File: config.mk
export PLATFORM = sky130hd
export DESIGN_NAME = ring_cadence_ctrl_flat
export DESIGN_NICKNAME = d
export VERILOG_FILES = /design/src/rtl/ringer_pkg.sv /design/src/rtl/ring_cadence_ctrl_if.sv /design/src/rtl/ring_timer.sv /design/src/rtl/ring_cadence_ctrl.sv /design/src/flat_wrapper.sv
export SDC_FILE = /design/constraint.sdc
export NUM_CORES = 1
export LEC_CHECK = 0
export CORE_MARGIN = 10
export CORE_UTILIZATION = 34
export DETAILED_ROUTE_END_ITERATION = 16
export MAX_ROUTING_LAYER = met4
export SLEW_MARGIN = 5
export SYNTH_ARGS = -nofsm -noshare
export SYNTH_HDL_FRONTEND = slang
export SYNTH_HIERARCHICAL = 1
export SYNTH_SLANG_ARGS = --single-unit
File: constraint.sdc
create_clock -name clk -period 4.05 [get_ports clk]
set_input_delay 0.405 -clock clk [delete_from_list [all_inputs] [get_ports clk]]
set_output_delay 0.405 -clock clk [all_outputs]
set_load 0.05 [all_outputs]
File: src/rtl/ringer_pkg.sv
// Shared state encoding and default cadence constants for the incoming-call alert sequencer.
package ringer_pkg;

    localparam int unsigned DEF_ON_CYCLES  = 8;
    localparam int unsigned DEF_OFF_CYCLES = 4;
    localparam int unsigned DEF_MAX_BURSTS = 3;
    localparam int unsigned DEF_ESC_BURSTS = 2;

    typedef enum logic [2:0] {
        RS_IDLE  = 3'd0,
        RS_ON    = 3'd1,
        RS_OFF   = 3'd2,
        RS_MUTED = 3'd3,
        RS_DONE  = 3'd4
    } ring_state_e;

    localparam logic [2:0] ST_IDLE  = RS_IDLE;
    localparam logic [2:0] ST_ON    = RS_ON;
    localparam logic [2:0] ST_OFF   = RS_OFF;
    localparam logic [2:0] ST_MUTED = RS_MUTED;
    localparam logic [2:0] ST_DONE  = RS_DONE;

    function automatic int unsigned max_u(input int unsigned a, input int unsigned b);
        return (a > b) ? a : b;
    endfunction

endpackage

File: src/rtl/ring_cadence_ctrl_if.sv
// Call-signalling inputs and actuator outputs of the alert sequencer, grouped as one bundle.
interface ring_cadence_ctrl_if;

    logic ring_req;
    logic vibrate_mode;
    logic answer;
    logic silence;
    logic ringer;
    logic motor;
    logic busy;
    logic missed_call;

    modport master (
        output ring_req, vibrate_mode, answer, silence,
        input  ringer, motor, busy, missed_call
    );

    modport slave (
        input  ring_req, vibrate_mode, answer, silence,
        output ringer, motor, busy, missed_call
    );

endinterface

File: src/rtl/ring_timer.sv
// Loadable saturating up-counter with hold and terminal-count flag; one instance times both cadence phases.
module ring_timer #(
    parameter int unsigned WIDTH = 4
) (
    input  logic             clk,
    input  logic             areset_n,
    input  logic             clear_i,
    input  logic             hold_i,
    input  logic [WIDTH-1:0] term_i,
    output logic             tc_o
);

    logic [WIDTH-1:0] cnt_q;
    logic [WIDTH-1:0] cnt_d;

    // next count: clear wins over hold, saturate instead of wrapping
    always_comb begin
        cnt_d = cnt_q;
        if (clear_i) begin
            cnt_d = '0;
        end else if (hold_i) begin
            cnt_d = cnt_q;
        end else if (cnt_q == {WIDTH{1'b1}}) begin
            cnt_d = cnt_q;
        end else begin
            cnt_d = cnt_q + WIDTH'(1);
        end
    end

    // count register
    always_ff @(posedge clk or negedge areset_n) begin
        if (!areset_n) begin
            cnt_q <= '0;
        end else begin
            cnt_q <= cnt_d;
        end
    end

    assign tc_o = (cnt_q == term_i);

endmodule

File: src/rtl/ring_cadence_ctrl.sv
// Incoming-call alert sequencer: ON/OFF cadence on ringer or motor, answer/silence handling, missed-call pulse.
// Optional build macro RING_ESCALATE_EN: late vibrate bursts also drive the ringer.
module ring_cadence_ctrl
    import ringer_pkg::*;
#(
    parameter int unsigned ON_CYCLES  = DEF_ON_CYCLES,
    parameter int unsigned OFF_CYCLES = DEF_OFF_CYCLES,
    parameter int unsigned MAX_BURSTS = DEF_MAX_BURSTS,
    parameter int unsigned ESC_BURSTS = DEF_ESC_BURSTS
) (
    input  logic               clk,
    input  logic               areset_n,
    ring_cadence_ctrl_if.slave bus
);

    localparam int unsigned TMR_W   = $clog2(max_u(ON_CYCLES, OFF_CYCLES) + 1);
    localparam int unsigned BURST_W = $clog2(MAX_BURSTS + 1);

    localparam logic [TMR_W-1:0]   ON_TERM   = TMR_W'(ON_CYCLES - 1);
    localparam logic [TMR_W-1:0]   OFF_TERM  = TMR_W'(OFF_CYCLES - 1);
    localparam logic [BURST_W-1:0] BURST_MAX = BURST_W'(MAX_BURSTS);
    localparam logic [BURST_W-1:0] BURST_ESC = BURST_W'(ESC_BURSTS);

`ifdef RING_ESCALATE_EN
    localparam logic ESC_EN = 1'b1;
`else
    localparam logic ESC_EN = 1'b0;
`endif

    logic [2:0]         state_q, state_d;
    logic [BURST_W-1:0] burst_q, burst_d;
    logic               missed_q, missed_d;
    logic               tmr_clear_s;
    logic               tmr_hold_s;
    logic [TMR_W-1:0]   tmr_term_s;
    logic               tmr_tc_s;
    logic               ringer_s;
    logic               motor_s;

    ring_timer #(
        .WIDTH (TMR_W)
    ) u_timer (
        .clk      (clk),
        .areset_n (areset_n),
        .clear_i  (tmr_clear_s),
        .hold_i   (tmr_hold_s),
        .term_i   (tmr_term_s),
        .tc_o     (tmr_tc_s)
    );

    // state transitions; answer > ring_req drop > silence > cadence timer while a call is alerting
    always_comb begin
        state_d     = state_q;
        burst_d     = burst_q;
        missed_d    = 1'b0;
        tmr_clear_s = 1'b0;
        tmr_hold_s  = 1'b0;
        tmr_term_s  = ON_TERM;
        case (state_q)
            ST_IDLE: begin
                tmr_clear_s = 1'b1;
                if (bus.ring_req) begin
                    state_d = ST_ON;
                    burst_d = '0;
                end else begin
                    state_d = ST_IDLE;
                end
            end
            ST_ON: begin
                tmr_term_s = ON_TERM;
                if (bus.answer) begin
                    state_d     = ST_IDLE;
                    tmr_clear_s = 1'b1;
                end else if (!bus.ring_req) begin
                    state_d     = ST_IDLE;
                    missed_d    = 1'b1;
                    tmr_clear_s = 1'b1;
                end else if (bus.silence) begin
                    state_d    = ST_MUTED;
                    tmr_hold_s = 1'b1;
                end else if (tmr_tc_s) begin
                    state_d     = ST_OFF;
                    tmr_clear_s = 1'b1;
                    if (burst_q != BURST_MAX) begin
                        burst_d = burst_q + BURST_W'(1);
                    end else begin
                        burst_d = burst_q;
                    end
                end else begin
                    state_d = ST_ON;
                end
            end
            ST_OFF: begin
                tmr_term_s = OFF_TERM;
                if (bus.answer) begin
                    state_d     = ST_IDLE;
                    tmr_clear_s = 1'b1;
                end else if (!bus.ring_req) begin
                    state_d     = ST_IDLE;
                    missed_d    = 1'b1;
                    tmr_clear_s = 1'b1;
                end else if (bus.silence) begin
                    state_d    = ST_MUTED;
                    tmr_hold_s = 1'b1;
                end else if (tmr_tc_s) begin
                    tmr_clear_s = 1'b1;
                    if (burst_q < BURST_MAX) begin
                        state_d = ST_ON;
                    end else begin
                        state_d  = ST_DONE;
                        missed_d = 1'b1;
                    end
                end else begin
                    state_d = ST_OFF;
                end
            end
            ST_MUTED: begin
                tmr_hold_s = 1'b1;
                if (bus.answer) begin
                    state_d     = ST_IDLE;
                    tmr_clear_s = 1'b1;
                end else if (!bus.ring_req) begin
                    state_d     = ST_IDLE;
                    missed_d    = 1'b1;
                    tmr_clear_s = 1'b1;
                end else begin
                    state_d = ST_MUTED;
                end
            end
            ST_DONE: begin
                tmr_clear_s = 1'b1;
                if (!bus.ring_req) begin
                    state_d = ST_IDLE;
                end else begin
                    state_d = ST_DONE;
                end
            end
            default: begin
                state_d     = ST_IDLE;
                burst_d     = '0;
                tmr_clear_s = 1'b1;
            end
        endcase
    end

    // FSM, burst counter and missed-call pulse registers
    always_ff @(posedge clk or negedge areset_n) begin
        if (!areset_n) begin
            state_q  <= ST_IDLE;
            burst_q  <= '0;
            missed_q <= 1'b0;
        end else begin
            state_q  <= state_d;
            burst_q  <= burst_d;
            missed_q <= missed_d;
        end
    end

    // actuator decode follows vibrate_mode live so a mid-burst toggle switches the same cycle
    always_comb begin
        ringer_s = 1'b0;
        motor_s  = 1'b0;
        if (state_q == ST_ON) begin
            motor_s  = bus.vibrate_mode;
            ringer_s = ~bus.vibrate_mode |
                       (ESC_EN & bus.vibrate_mode & (burst_q >= BURST_ESC));
        end else begin
            ringer_s = 1'b0;
            motor_s  = 1'b0;
        end
    end

    assign bus.ringer      = ringer_s;
    assign bus.motor       = motor_s;
    assign bus.busy        = (state_q != ST_IDLE);
    assign bus.missed_call = missed_q;

endmodule

File: src/flat_wrapper.sv
// flat-port wrapper written by rule: the top's interface ports become plain ports
module ring_cadence_ctrl_flat import ringer_pkg::*;
#(
    parameter int unsigned ON_CYCLES  = DEF_ON_CYCLES,
    parameter int unsigned OFF_CYCLES = DEF_OFF_CYCLES,
    parameter int unsigned MAX_BURSTS = DEF_MAX_BURSTS,
    parameter int unsigned ESC_BURSTS = DEF_ESC_BURSTS
)
  (clk, areset_n, bus_ring_req, bus_vibrate_mode, bus_answer, bus_silence, bus_ringer, bus_motor, bus_busy, bus_missed_call);
  ring_cadence_ctrl_if bus_i ();
  input  logic clk;
  input  logic areset_n;
  input wire logic [$bits(bus_i.ring_req)-1:0] bus_ring_req;
  input wire logic [$bits(bus_i.vibrate_mode)-1:0] bus_vibrate_mode;
  input wire logic [$bits(bus_i.answer)-1:0] bus_answer;
  input wire logic [$bits(bus_i.silence)-1:0] bus_silence;
  output wire logic [$bits(bus_i.ringer)-1:0] bus_ringer;
  output wire logic [$bits(bus_i.motor)-1:0] bus_motor;
  output wire logic [$bits(bus_i.busy)-1:0] bus_busy;
  output wire logic [$bits(bus_i.missed_call)-1:0] bus_missed_call;
  assign bus_i.ring_req = bus_ring_req;
  assign bus_i.vibrate_mode = bus_vibrate_mode;
  assign bus_i.answer = bus_answer;
  assign bus_i.silence = bus_silence;
  assign bus_ringer = bus_i.ringer;
  assign bus_motor = bus_i.motor;
  assign bus_busy = bus_i.busy;
  assign bus_missed_call = bus_i.missed_call;
  ring_cadence_ctrl #(.ON_CYCLES(ON_CYCLES), .OFF_CYCLES(OFF_CYCLES), .MAX_BURSTS(MAX_BURSTS), .ESC_BURSTS(ESC_BURSTS)) u_core (.clk(clk), .areset_n(areset_n), .bus(bus_i));
endmodule
==> results.cfg <==
[outcome]
outcome = finished, final reports clean

[sta]
min_period_ps = 2680
worstMarginPinSlew_ps = 737
timing.final.max_slew_violations = 0
setup_viol = 0
fin_skew_ps = 1.33
fin_tns_setup_ps = 0
rsz0062_at_grt = no
worst_slack_ps = 1370
holdWs_ps = 461
timing.fmax_mhz = 373
slew_headroom_pct = 50.4
final-hold-violation-count = 0
finalCritPeriodShare_pct = 66.3

[drt]
wl_met2_um = 652
drtIter0Drc = 17
vias_per_cell = 5.03
wl_per_cell_um = 12.5
dr.pass1.iters = 4
remaining_drc_errors = 0
wl_mm = 1.44
wl_met1_um = 710
wl_met3_um = 65
routed.top_layer = met4
drtAntennaViolNets = 0
vias = 578

[finish]
utilization_pct = 43.1
n_antenna_cell = 0
drive_above_1_share_pct = 9.09
layout.area.seq_um2 = 250
area_growth_pct = 19.9
nFillCells = 195
design.final.nets = 97
finalInstanceArea_um2 = 853
final_cells = 115
multiInputGateArea_um2 = 417

[pwr]
power.density_mw_per_mm2 = 284
ir_drop_uv = 130
p_leak_nw = 0.348
total_power_uw = 243

[grt]
groute.usage.overall_pct = 7.08
grt_pass1_vias = 566
grt_max_degree = 11
grt_pass1_wl_mm = 2.40
overflow = 0
antenna_found_initial = 0

[logic_synthesis]
synth_area_um2 = 712
ys_top_cells_by_count = dfrtp_1, inv_1, nor2_1
synth_top_area_share_pct = 35.1
synthCells = 76
synthArstFlopShare_pct = 100
yosys.area.top_type = dfrtp_1
synth_edf_count = 0
synth_warnings = 6
synth-main-ff-cell = dfrtp_1
ys_types = 34
yosysSeqAreaShare_pct = 35.1
syn_avg_cell_area_um2 = 9.37
yosysMostFrequentCell = dfrtp_1
synth_area_leaders = dfrtp_1, xor2_1, inv_1, nor2_1, ha_1
synth_seq_cells = 10

[floorplan]
io_pins = 10
start_util_pct = 35.9
num_rows = 16
dieWidth_um = 65.8
die_y_um = 65.8
die_area_mm2 = 0.00432
core_area_mm2 = 0.00198

[placement]
gp_congestion = 0.863
placement.cell_area_um2 = 817
place_ws_ps = 1400
dp.final_hpwl_mm = 1.12
io_buffers = 9
dp.cells = 111

[clock_network]
clockBufferDepth = 2
tritoncts = yes
clk_pin_slew_worst_paths_ps = 70
holdBufCountCts = 0
cts_resized = 0
clkSinkCount = 10
cts_setup_buffers = 0
root_buffer = clkbuf_4
clk-insertion-delay-late_ps = 270
cts_buffers = 3
htreeDepth = 1

[critical_path]
critPathLaunchType = flop
worstPathArrival_ps = 2830
startpoint = u_core/state_q[1]
critical_path_class = flop to flop
cp_max_fo = 10
crit_path_end_kind = flop
r2r-start = u_core/state_q[1]
required_ps = 4190

[job]
cap_violations = 0

[worst_hold_path]
hold_class = input pin to async pin
## report_power, final
| part | switching [mW] | internal [mW] |
|---|---|---|
| clock network | 0.0382 | 0.0546 |
| logic | 0.0255 | 0.0187 |
| registers | 0.00382 | 0.102 |
## critical path: stages, from the launching register on
cell      delay [ps]
dfrtp_1          510
nor3b_2          280
inv_1             80
xor2_1           140
nor4_1           570
or4b_4           540
a221oi_2         330
mux2i_1          110
## logic make-up (layout without fill, tap and decap cells)
family | Yosys count | in the layout | share of synthesized area, %
buf+inv | 9 | 20 | 6.85
flops | 10 | 10 | 35.1
fa+ha+maj | 4 | 4 | 6.33
xor+xnor | 5 | 5 | 6.15
simple gates | 33 | 33 | 28.6
compound gates | 11 | 11 | 13.0
other cells | 2 | 3 | 1.05
mux | 2 | 2 | 2.81
## registers in the layout, summed over array words and instances (netlist names)
signal and count:
u_core/bus.missed_call 1, u_core/u_timer/cnt_q 4, u_core/burst_q 2, u_core/state_q 3
## final timing paths
kind                       slack (ps)  cells after the start                      to
setup / recovery                 1370                      7       u_core/burst_q[0]
hold / removal                    460                      1       u_core/state_q[1]
setup reg to reg                 1370                      7       u_core/burst_q[0]
hold reg to reg                   480                      1       u_core/burst_q[0]
max in group asynchronous        3270                      1  u_core/bus.missed_call
min in group clk                  480                      1       u_core/burst_q[0]
## per-layer routing
layer,GRT usage (%),vias up
met5,-,-
met4,3.74,0
met3,2.20,2
met2,10.6,21
met1,8.22,264
li1,-,291
## cells in the final DEF (no fill, tap or decap), types with 2 or more instances in the layout
master           count
conb_1               3
nand2_1              2
maj3_1               2
nor2b_1              3
nor2_1               7
dfrtp_1             10
nor3b_1              3
clkdlybuf4s50_1      9
a21oi_1              2
ha_1                 2
inv_1                7
mux2i_1              2
nor3_1               3
clkbuf_4             3
and2_1               2
xor2_1               4
o21a_1               2
nand2b_1             2
nand3_1              3
## cell type report
type	count	share of cell area [%]
well taps	27	3.96
flip-flops and latches	10	29.3
repair buffers	9	10.6
multi-input cells	58	48.8
inverters	7	3.08
clock buffers	4	4.25
(Power assumes the default switching activity.)
